File: src/rtl/proc_run_controller_if.sv
`default_nettype none
// ============================================================================
//  Module      : proc_run_controller_if
//  Description : Byte-stream host handshake plus stack-processor direct
//                access / halt / reset pins used by proc_run_controller.
//  Revision    : 1.0  initial release
// ============================================================================
interface proc_run_controller_if;
    // Host load stream
    logic       in_valid;
    logic [7:0] in_data;
    logic       in_ready;
    // Host dump stream
    logic       out_valid;
    logic [7:0] out_data;
    logic       out_ready;
    // Processor control and direct memory access
    logic       proc_resetN;
    logic       proc_haltN;
    logic [7:0] proc_write_address;
    logic [7:0] proc_write_data;
    logic       proc_memory_write;
    logic [7:0] proc_read_address;
    logic [7:0] proc_read_data;

    // Controller side
    modport master (
        input  in_valid, in_data, out_ready, proc_read_data,
        output in_ready, out_valid, out_data,
        output proc_resetN, proc_haltN,
        output proc_write_address, proc_write_data, proc_memory_write,
        output proc_read_address
    );

    // Host / processor side
    modport slave (
        output in_valid, in_data, out_ready, proc_read_data,
        input  in_ready, out_valid, out_data,
        input  proc_resetN, proc_haltN,
        input  proc_write_address, proc_write_data, proc_memory_write,
        input  proc_read_address
    );
endinterface
`default_nettype wire

File: src/rtl/proc_run_controller.sv
`default_nettype none
// ============================================================================
//  Module      : proc_run_controller
//  Description : Host-side job sequencer for the 8-bit stack processor:
//                clear, load image, run for a cycle budget, dump a window.
//  Revision    : 1.0  initial release
// ============================================================================
module proc_run_controller #(
    parameter int RUN_W = 16
) (
    input  wire logic             clk,
    input  wire logic             resetN,
    input  wire logic             cmd_start,
    input  wire logic             cmd_abort,
    input  wire logic [8:0]       cfg_load_len,
    input  wire logic [RUN_W-1:0] cfg_run_cycles,
    input  wire logic [7:0]       cfg_dump_base,
    input  wire logic [8:0]       cfg_dump_len,
    output logic                  busy,
    output logic                  done,
    proc_run_controller_if.master bus
);

    localparam logic [8:0]       c_MAX_LEN = 9'd256;
    localparam logic [RUN_W-1:0] c_RUN_ONE = {{(RUN_W-1){1'b0}}, 1'b1};

    typedef enum logic [2:0] {
        S_IDLE  = 3'd0,
        S_CLEAR = 3'd1,
        S_LOAD  = 3'd2,
        S_RUN   = 3'd3,
        S_DUMP  = 3'd4,
        S_FIN   = 3'd5
    } state_t;

    state_t           r_state;
    state_t           w_next;
    state_t           w_after_clear;
    state_t           w_after_load;
    state_t           w_after_run;

    logic [8:0]       r_load_len;
    logic [RUN_W-1:0] r_run_cycles;
    logic [7:0]       r_dump_base;
    logic [8:0]       r_dump_len;
    logic [8:0]       r_load_cnt;
    logic [RUN_W-1:0] r_run_cnt;
    logic [8:0]       r_dump_idx;
    logic             r_proc_resetN;
    logic             r_proc_haltN;

    logic             w_in_ready;
    logic             w_out_valid;
    logic             w_load_hs;
    logic             w_dump_hs;
    logic             w_latch;

    assign w_in_ready  = (r_state == S_LOAD);
    assign w_out_valid = (r_state == S_DUMP);
    assign w_load_hs   = bus.in_valid & w_in_ready;
    assign w_dump_hs   = bus.out_ready & w_out_valid;
    assign w_latch     = (r_state == S_IDLE) & cmd_start;

    // Empty phases are skipped, so each phase's successor depends on later lengths
    assign w_after_run   = (r_dump_len   != 9'd0)          ? S_DUMP : S_FIN;
    assign w_after_load  = (r_run_cycles != {RUN_W{1'b0}}) ? S_RUN  : w_after_run;
    assign w_after_clear = (r_load_len   != 9'd0)          ? S_LOAD : w_after_load;

    // Next-state logic; abort overrides every other transition
    always_comb begin
        w_next = r_state;
        case (r_state)
            S_IDLE:  if (cmd_start) w_next = S_CLEAR;
            S_CLEAR: w_next = w_after_clear;
            S_LOAD:  if (w_load_hs && (r_load_cnt + 9'd1 == r_load_len)) w_next = w_after_load;
            S_RUN:   if (r_run_cnt == c_RUN_ONE) w_next = w_after_run;
            S_DUMP:  if (w_dump_hs && (r_dump_idx + 9'd1 == r_dump_len)) w_next = S_FIN;
            S_FIN:   w_next = S_IDLE;
            default: w_next = S_IDLE;
        endcase
        if (cmd_abort) begin
            w_next = S_IDLE;
        end
    end

    // State register plus processor reset/halt, registered from the next state
    always_ff @(posedge clk or negedge resetN) begin
        if (!resetN) begin
            r_state       <= S_IDLE;
            r_proc_resetN <= 1'b0;
            r_proc_haltN  <= 1'b0;
        end else begin
            r_state       <= w_next;
            r_proc_resetN <= (w_next != S_CLEAR);
            r_proc_haltN  <= (w_next == S_RUN);
        end
    end

    // Job configuration snapshot, lengths clamped to the 256-byte memory
    always_ff @(posedge clk or negedge resetN) begin
        if (!resetN) begin
            r_load_len   <= 9'd0;
            r_run_cycles <= {RUN_W{1'b0}};
            r_dump_base  <= 8'd0;
            r_dump_len   <= 9'd0;
        end else if (w_latch) begin
            r_load_len   <= (cfg_load_len > c_MAX_LEN) ? c_MAX_LEN : cfg_load_len;
            r_run_cycles <= cfg_run_cycles;
            r_dump_base  <= cfg_dump_base;
            r_dump_len   <= (cfg_dump_len > c_MAX_LEN) ? c_MAX_LEN : cfg_dump_len;
        end
    end

    // Phase counters; CLEAR always precedes the other phases so it primes them
    always_ff @(posedge clk or negedge resetN) begin
        if (!resetN) begin
            r_load_cnt <= 9'd0;
            r_run_cnt  <= {RUN_W{1'b0}};
            r_dump_idx <= 9'd0;
        end else begin
            case (r_state)
                S_CLEAR: begin
                    r_load_cnt <= 9'd0;
                    r_dump_idx <= 9'd0;
                    r_run_cnt  <= r_run_cycles;
                end
                S_LOAD:  if (w_load_hs) r_load_cnt <= r_load_cnt + 9'd1;
                S_RUN:   r_run_cnt <= r_run_cnt - c_RUN_ONE;
                S_DUMP:  if (w_dump_hs) r_dump_idx <= r_dump_idx + 9'd1;
                default: ;
            endcase
        end
    end

    assign busy = (r_state != S_IDLE);
    assign done = (r_state == S_FIN);

    assign bus.in_ready           = w_in_ready;
    assign bus.proc_memory_write  = w_load_hs;
    assign bus.proc_write_address = w_in_ready ? r_load_cnt[7:0] : 8'd0;
    assign bus.proc_write_data    = w_in_ready ? bus.in_data : 8'd0;

    assign bus.out_valid          = w_out_valid;
    assign bus.proc_read_address  = w_out_valid ? (r_dump_base + r_dump_idx[7:0]) : 8'd0;
    assign bus.out_data           = w_out_valid ? bus.proc_read_data : 8'd0;

    assign bus.proc_resetN        = r_proc_resetN;
    assign bus.proc_haltN         = r_proc_haltN;

endmodule
`default_nettype wire

File: src/flat_wrapper.sv
// flat-port wrapper written by rule: the top's interface ports become plain ports
module proc_run_controller_flat 
#(
    parameter int RUN_W = 16
)
  (clk, resetN, cmd_start, cmd_abort, cfg_load_len, cfg_run_cycles, cfg_dump_base, cfg_dump_len, busy, done, bus_in_valid, bus_in_data, bus_out_ready, bus_proc_read_data, bus_in_ready, bus_out_valid, bus_out_data, bus_proc_resetN, bus_proc_haltN, bus_proc_write_address, bus_proc_write_data, bus_proc_memory_write, bus_proc_read_address);
  proc_run_controller_if bus_i ();
  input  wire logic clk;
  input  wire logic resetN;
  input  wire logic cmd_start;
  input  wire logic cmd_abort;
  input  wire logic [8:0] cfg_load_len;
  input  wire logic [RUN_W-1:0] cfg_run_cycles;
  input  wire logic [7:0] cfg_dump_base;
  input  wire logic [8:0] cfg_dump_len;
  output logic busy;
  output logic done;
  input wire logic [$bits(bus_i.in_valid)-1:0] bus_in_valid;
  input wire logic [$bits(bus_i.in_data)-1:0] bus_in_data;
  input wire logic [$bits(bus_i.out_ready)-1:0] bus_out_ready;
  input wire logic [$bits(bus_i.proc_read_data)-1:0] bus_proc_read_data;
  output wire logic [$bits(bus_i.in_ready)-1:0] bus_in_ready;
  output wire logic [$bits(bus_i.out_valid)-1:0] bus_out_valid;
  output wire logic [$bits(bus_i.out_data)-1:0] bus_out_data;
  output wire logic [$bits(bus_i.proc_resetN)-1:0] bus_proc_resetN;
  output wire logic [$bits(bus_i.proc_haltN)-1:0] bus_proc_haltN;
  output wire logic [$bits(bus_i.proc_write_address)-1:0] bus_proc_write_address;
  output wire logic [$bits(bus_i.proc_write_data)-1:0] bus_proc_write_data;
  output wire logic [$bits(bus_i.proc_memory_write)-1:0] bus_proc_memory_write;
  output wire logic [$bits(bus_i.proc_read_address)-1:0] bus_proc_read_address;
  assign bus_i.in_valid = bus_in_valid;
  assign bus_i.in_data = bus_in_data;
  assign bus_i.out_ready = bus_out_ready;
  assign bus_i.proc_read_data = bus_proc_read_data;
  assign bus_in_ready = bus_i.in_ready;
  assign bus_out_valid = bus_i.out_valid;
  assign bus_out_data = bus_i.out_data;
  assign bus_proc_resetN = bus_i.proc_resetN;
  assign bus_proc_haltN = bus_i.proc_haltN;
  assign bus_proc_write_address = bus_i.proc_write_address;
  assign bus_proc_write_data = bus_i.proc_write_data;
  assign bus_proc_memory_write = bus_i.proc_memory_write;
  assign bus_proc_read_address = bus_i.proc_read_address;
  proc_run_controller #(.RUN_W(RUN_W)) u_core (.clk(clk), .resetN(resetN), .cmd_start(cmd_start), .cmd_abort(cmd_abort), .cfg_load_len(cfg_load_len), .cfg_run_cycles(cfg_run_cycles), .cfg_dump_base(cfg_dump_base), .cfg_dump_len(cfg_dump_len), .busy(busy), .done(done), .bus(bus_i));
endmodule
File: config.mk
export PLATFORM = sky130hd
export DESIGN_NAME = proc_run_controller_flat
export DESIGN_NICKNAME = d
export VERILOG_FILES = /design/src/rtl/proc_run_controller_if.sv /design/src/rtl/proc_run_controller.sv /design/src/flat_wrapper.sv
export SDC_FILE = /design/constraint.sdc
export NUM_CORES = 1
export LEC_CHECK = 0
export CORE_UTILIZATION = 41
export DETAILED_ROUTE_END_ITERATION = 10
export GPL_ROUTABILITY_DRIVEN = 0
export GPL_TIMING_DRIVEN = 0
export PLACE_DENSITY_LB_ADDON = 0.08
export SLEW_MARGIN = 20
export SYNTH_ARGS = -nofsm -noshare
export SYNTH_HDL_FRONTEND = slang
export SYNTH_SLANG_ARGS = --single-unit
File: constraint.sdc
create_clock -name clk -period 3.4 [get_ports clk]
set_input_delay 0.51 -clock clk [delete_from_list [all_inputs] [get_ports clk]]
set_output_delay 0.51 -clock clk [all_outputs]
set_load 0.01 [all_outputs]
==> impl_results.md <==
- GRT Overall Usage: 21.8%
- RSZ-0062 raised after global routing: no
- WP data arrival: 2730 ps
- DRT Pass-1 Iters: 5
- Clk Tree Root Cell: clkbuf_16
- Final HPWL DP: 9610 um
- Crit-path most repeated cell: clkbuf_1
- Switch Pwr: roughly 0.97 mW
- CTS tree: built
- Most frequent cells in the layout: clkdlybuf4s50_1 (100), dfrtp_1 (80), o21ai_0 (50), nand2_1 (47), nor2_1 (37)
- Clock tree sinks: 81
- CTS clk-pin slew, worst paths: about 60 ps
- Largest net degree at the start of global routing: 55
- Slew Limit Fails: 0
- Critical path startpoint category: flip-flop
- Setup Buffers After CTS: 0
- Number of CTS-inserted buffers: 9
- Crit path largest cell delay: 550 ps
- Skew final: 7.90 ps
- DRT antenna net count: 0
- Most common cell after layout, fill and taps aside: clkdlybuf4s50_1
- Sequential power share: 45.3%
- Slew headroom: 36.7%
- Final net count: 718
- # IOs: roughly 100
- Switching share of power: 31.7%
- Placed cell count: 775
- Minimum clock period after layout: ~3200 ps
- Power Total: 3.05 mW
- Layout cell share with drive strength beyond 1: 8.19%
- Peak supply drop: 0.317 mV
- Power density cells: about 480 mW/mm2
- Cell family with most CP delay: buffers and inverters
- Skew-Pair Late Insertion Delay: 340 ps
- Post-route DRC: 0
- First-pass GRT wire length: 21200 um
- Post-synthesis cell count: 529
- Final period util: 95.3%
- Ant diodes: 0
- Hold_ws: 89.2 ps
- WL final: 12800 um
- H-tree Lvls: 3
- Die Wd: ~110 um
- Tightest Pin Transition: 941 ps
- Bufs and invs on worst path: 4
- # hold bufs at CTS: 0
- Vias in the first global route: 4295
- Avg WL per Cell: between 15 and 20 um
- HP Class: input port to async pin
- Synth Net Count: 605
- Total congestion overflow: 0
- Core area: 0.0114 mm2
- Async SR Flop Fraction: 100%
- Non-Filler Instances: 790
- Initial drt markers: roughly 220
- Top FF cell, synth: dfrtp_1
- Fin util: 55.6%
- Type of the worst setup path: flip-flop to output pin
- Worst Path Max Fanout: 10
- Setup Viol. Count Final: 0
- Outcome: complete, no violations
- Sum Neg Setup Slack: 0 ps
- Max Buffers Root-to-Sink: 2
- Crit path cell chain: clkbuf_1 > nor2_1 > nand2_1 > inv_1 > clkbuf_1 > and2_1 > clkdlybuf4s50_1
- Logic pwr share: 24.5%
- Netlist cell types: 58
- Max cap viols: 0
- Syn-to-layout area delta: 31.7%
- Post-synthesis sequential element count: 81
- Row count: 39
- Die height: ~110 um
- PortBufs: 102
- Post-synth EDFFs: 0
- CP endpoint kind: output pin
- Power Internal: ~2.1 mW
- Synthesis Warnings: 0
- Max frequency: about 0.3 GHz
- Syn Area/Cell: 9.12 um2
- Mapped Area: roughly 0.0048 mm2
- Final count of hold timing violations: 0
- Crit-path slowest cell: clkdlybuf4s50_1
- Vias: 4370
- Antenna violations before repair: 0
- Seq/Total Area, Yosys: 42.0%
- CP required: 2890 ps
- Post-DR vias/cell: 5.53
- Die area: 0.0122 mm2
- Starting Density: 42.3%
- Clk pwr share: 30.3%
- P_leak: roughly 2.5 nW
## stage by stage
step                cell area [um2]  setup WS, ps
CTS                            6340          73.5
floorplan                      4820           811
finish                         6350           158
detailed placement             6050          8.97
global placement               6020         -1150
global route                   6350          3.91
## logic make-up after synthesis
family	after synthesis	synth area share, %
AND/OR/NAND/NOR	217	23.4
AO/OA/AOI/OAI	120	15.8
flip-flops	81	42.0
buffers and inverters	38	2.98
XOR/XNOR	31	5.63
multiplexers	30	6.90
adder cells (fa/ha/maj)	12	3.27
## cell type report
class | count | area (um2)
timing repair buffer | 103 | 1050
multi-input combinational | 410 | 2670
buffer | 27 | 103
tap | 143 | 179
clock buffer | 13 | 260
sequential | 81 | 2030
fill | 1069 | 5070
inverter | 10 | 37.5
clock inverter | 3 | 23.8
## state kept, by name, summed over array words and instances (netlist names)
register                cells
u_core.r_state              3
u_core.r_dump_len           9
u_core.r_load_len           9
u_core.r_dump_base          8
u_core.r_load_cnt           9
u_core.r_run_cycles        16
u_core.bus.proc_resetN      1
u_core.r_dump_idx           9
u_core.r_run_cnt           16
u_core.bus.proc_haltN       1
## power groups by stage
stage | Sequential [mW] | Combinational (mW) | Clock [mW]
floorplan | 1.32 | 0.506 | 0
CTS | 1.38 | 0.749 | 0.950
global route | 1.41 | 0.835 | 0.985
finish | 1.38 | 0.745 | 0.922
global placement | 1.38 | 0.717 | 0
detailed placement | 1.39 | 0.744 | 0
## Yosys cell counts, types with 2 or more instances
library cell	number	share of area [%]
a22o_1	2	0.36
ha_1	11	2.9
nand3_1	27	2.8
dfrtp_1	81	42
nor4_1	12	1.6
o41ai_1	4	0.73
mux2i_1	4	0.83
a21o_1	2	0.31
a211oi_1	2	0.31
a32o_1	2	0.41
mux2_2	26	6.1
xnor2_1	17	3.1
clkbuf_1	22	1.7
nand2_1	47	3.7
or3_1	7	0.91
nand2b_1	20	2.6
nor3_1	16	1.7
or4_4	2	0.47
nor2b_1	4	0.52
buf_1	5	0.39
o21a_1	2	0.31
o21ai_0	50	5.2
nand4_1	6	0.78
nor2_1	37	2.9
inv_1	10	0.78
nor3b_1	2	0.31
nand3b_1	2	0.31
and2_1	25	3.2
and3_1	2	0.26
o31a_1	2	0.36
o211ai_1	6	0.93
a2bb2oi_1	2	0.36
xor2_1	14	2.5
a21oi_1	25	2.6
o31ai_1	3	0.47
o21bai_1	2	0.31
or4_1	5	0.78
## path summary, 6_finish.rpt
check	start	end	slack, ps	cells past startpoint
setup reg to reg	u_core.r_run_cnt[4]	u_core.bus.proc_haltN	550	8
hold / removal	resetN	u_core.r_load_cnt[0]	90	1
max in group asynchronous	resetN	u_core.r_dump_idx[0]	2690	2
min in group clk	u_core.r_dump_base[5]	u_core.r_dump_base[5]	510	1
hold reg to reg	u_core.r_dump_base[5]	u_core.r_dump_base[5]	510	1
setup / recovery	u_core.r_state[0]	bus_proc_read_address[0]	160	7
## timing repair
action                                  CTS  global route
gates cloned                              0             0
endpoints found under the setup margin   15            10
gates resized for setup                   2             4
pin swaps                                 0             0
## per-layer routing
metal | GRT usage, % | vias to the layer above | share of wire, %
li1 | - | 2125 | -
met1 | 27.7 | 2112 | 44
met2 | 36.5 | 122 | 50
met3 | 5.38 | 11 | 4.9
met4 | 6.22 | 0 | 1.1
met5 | 0 | - | 0
No activity file was read; power rests on OpenSTA's default activity.
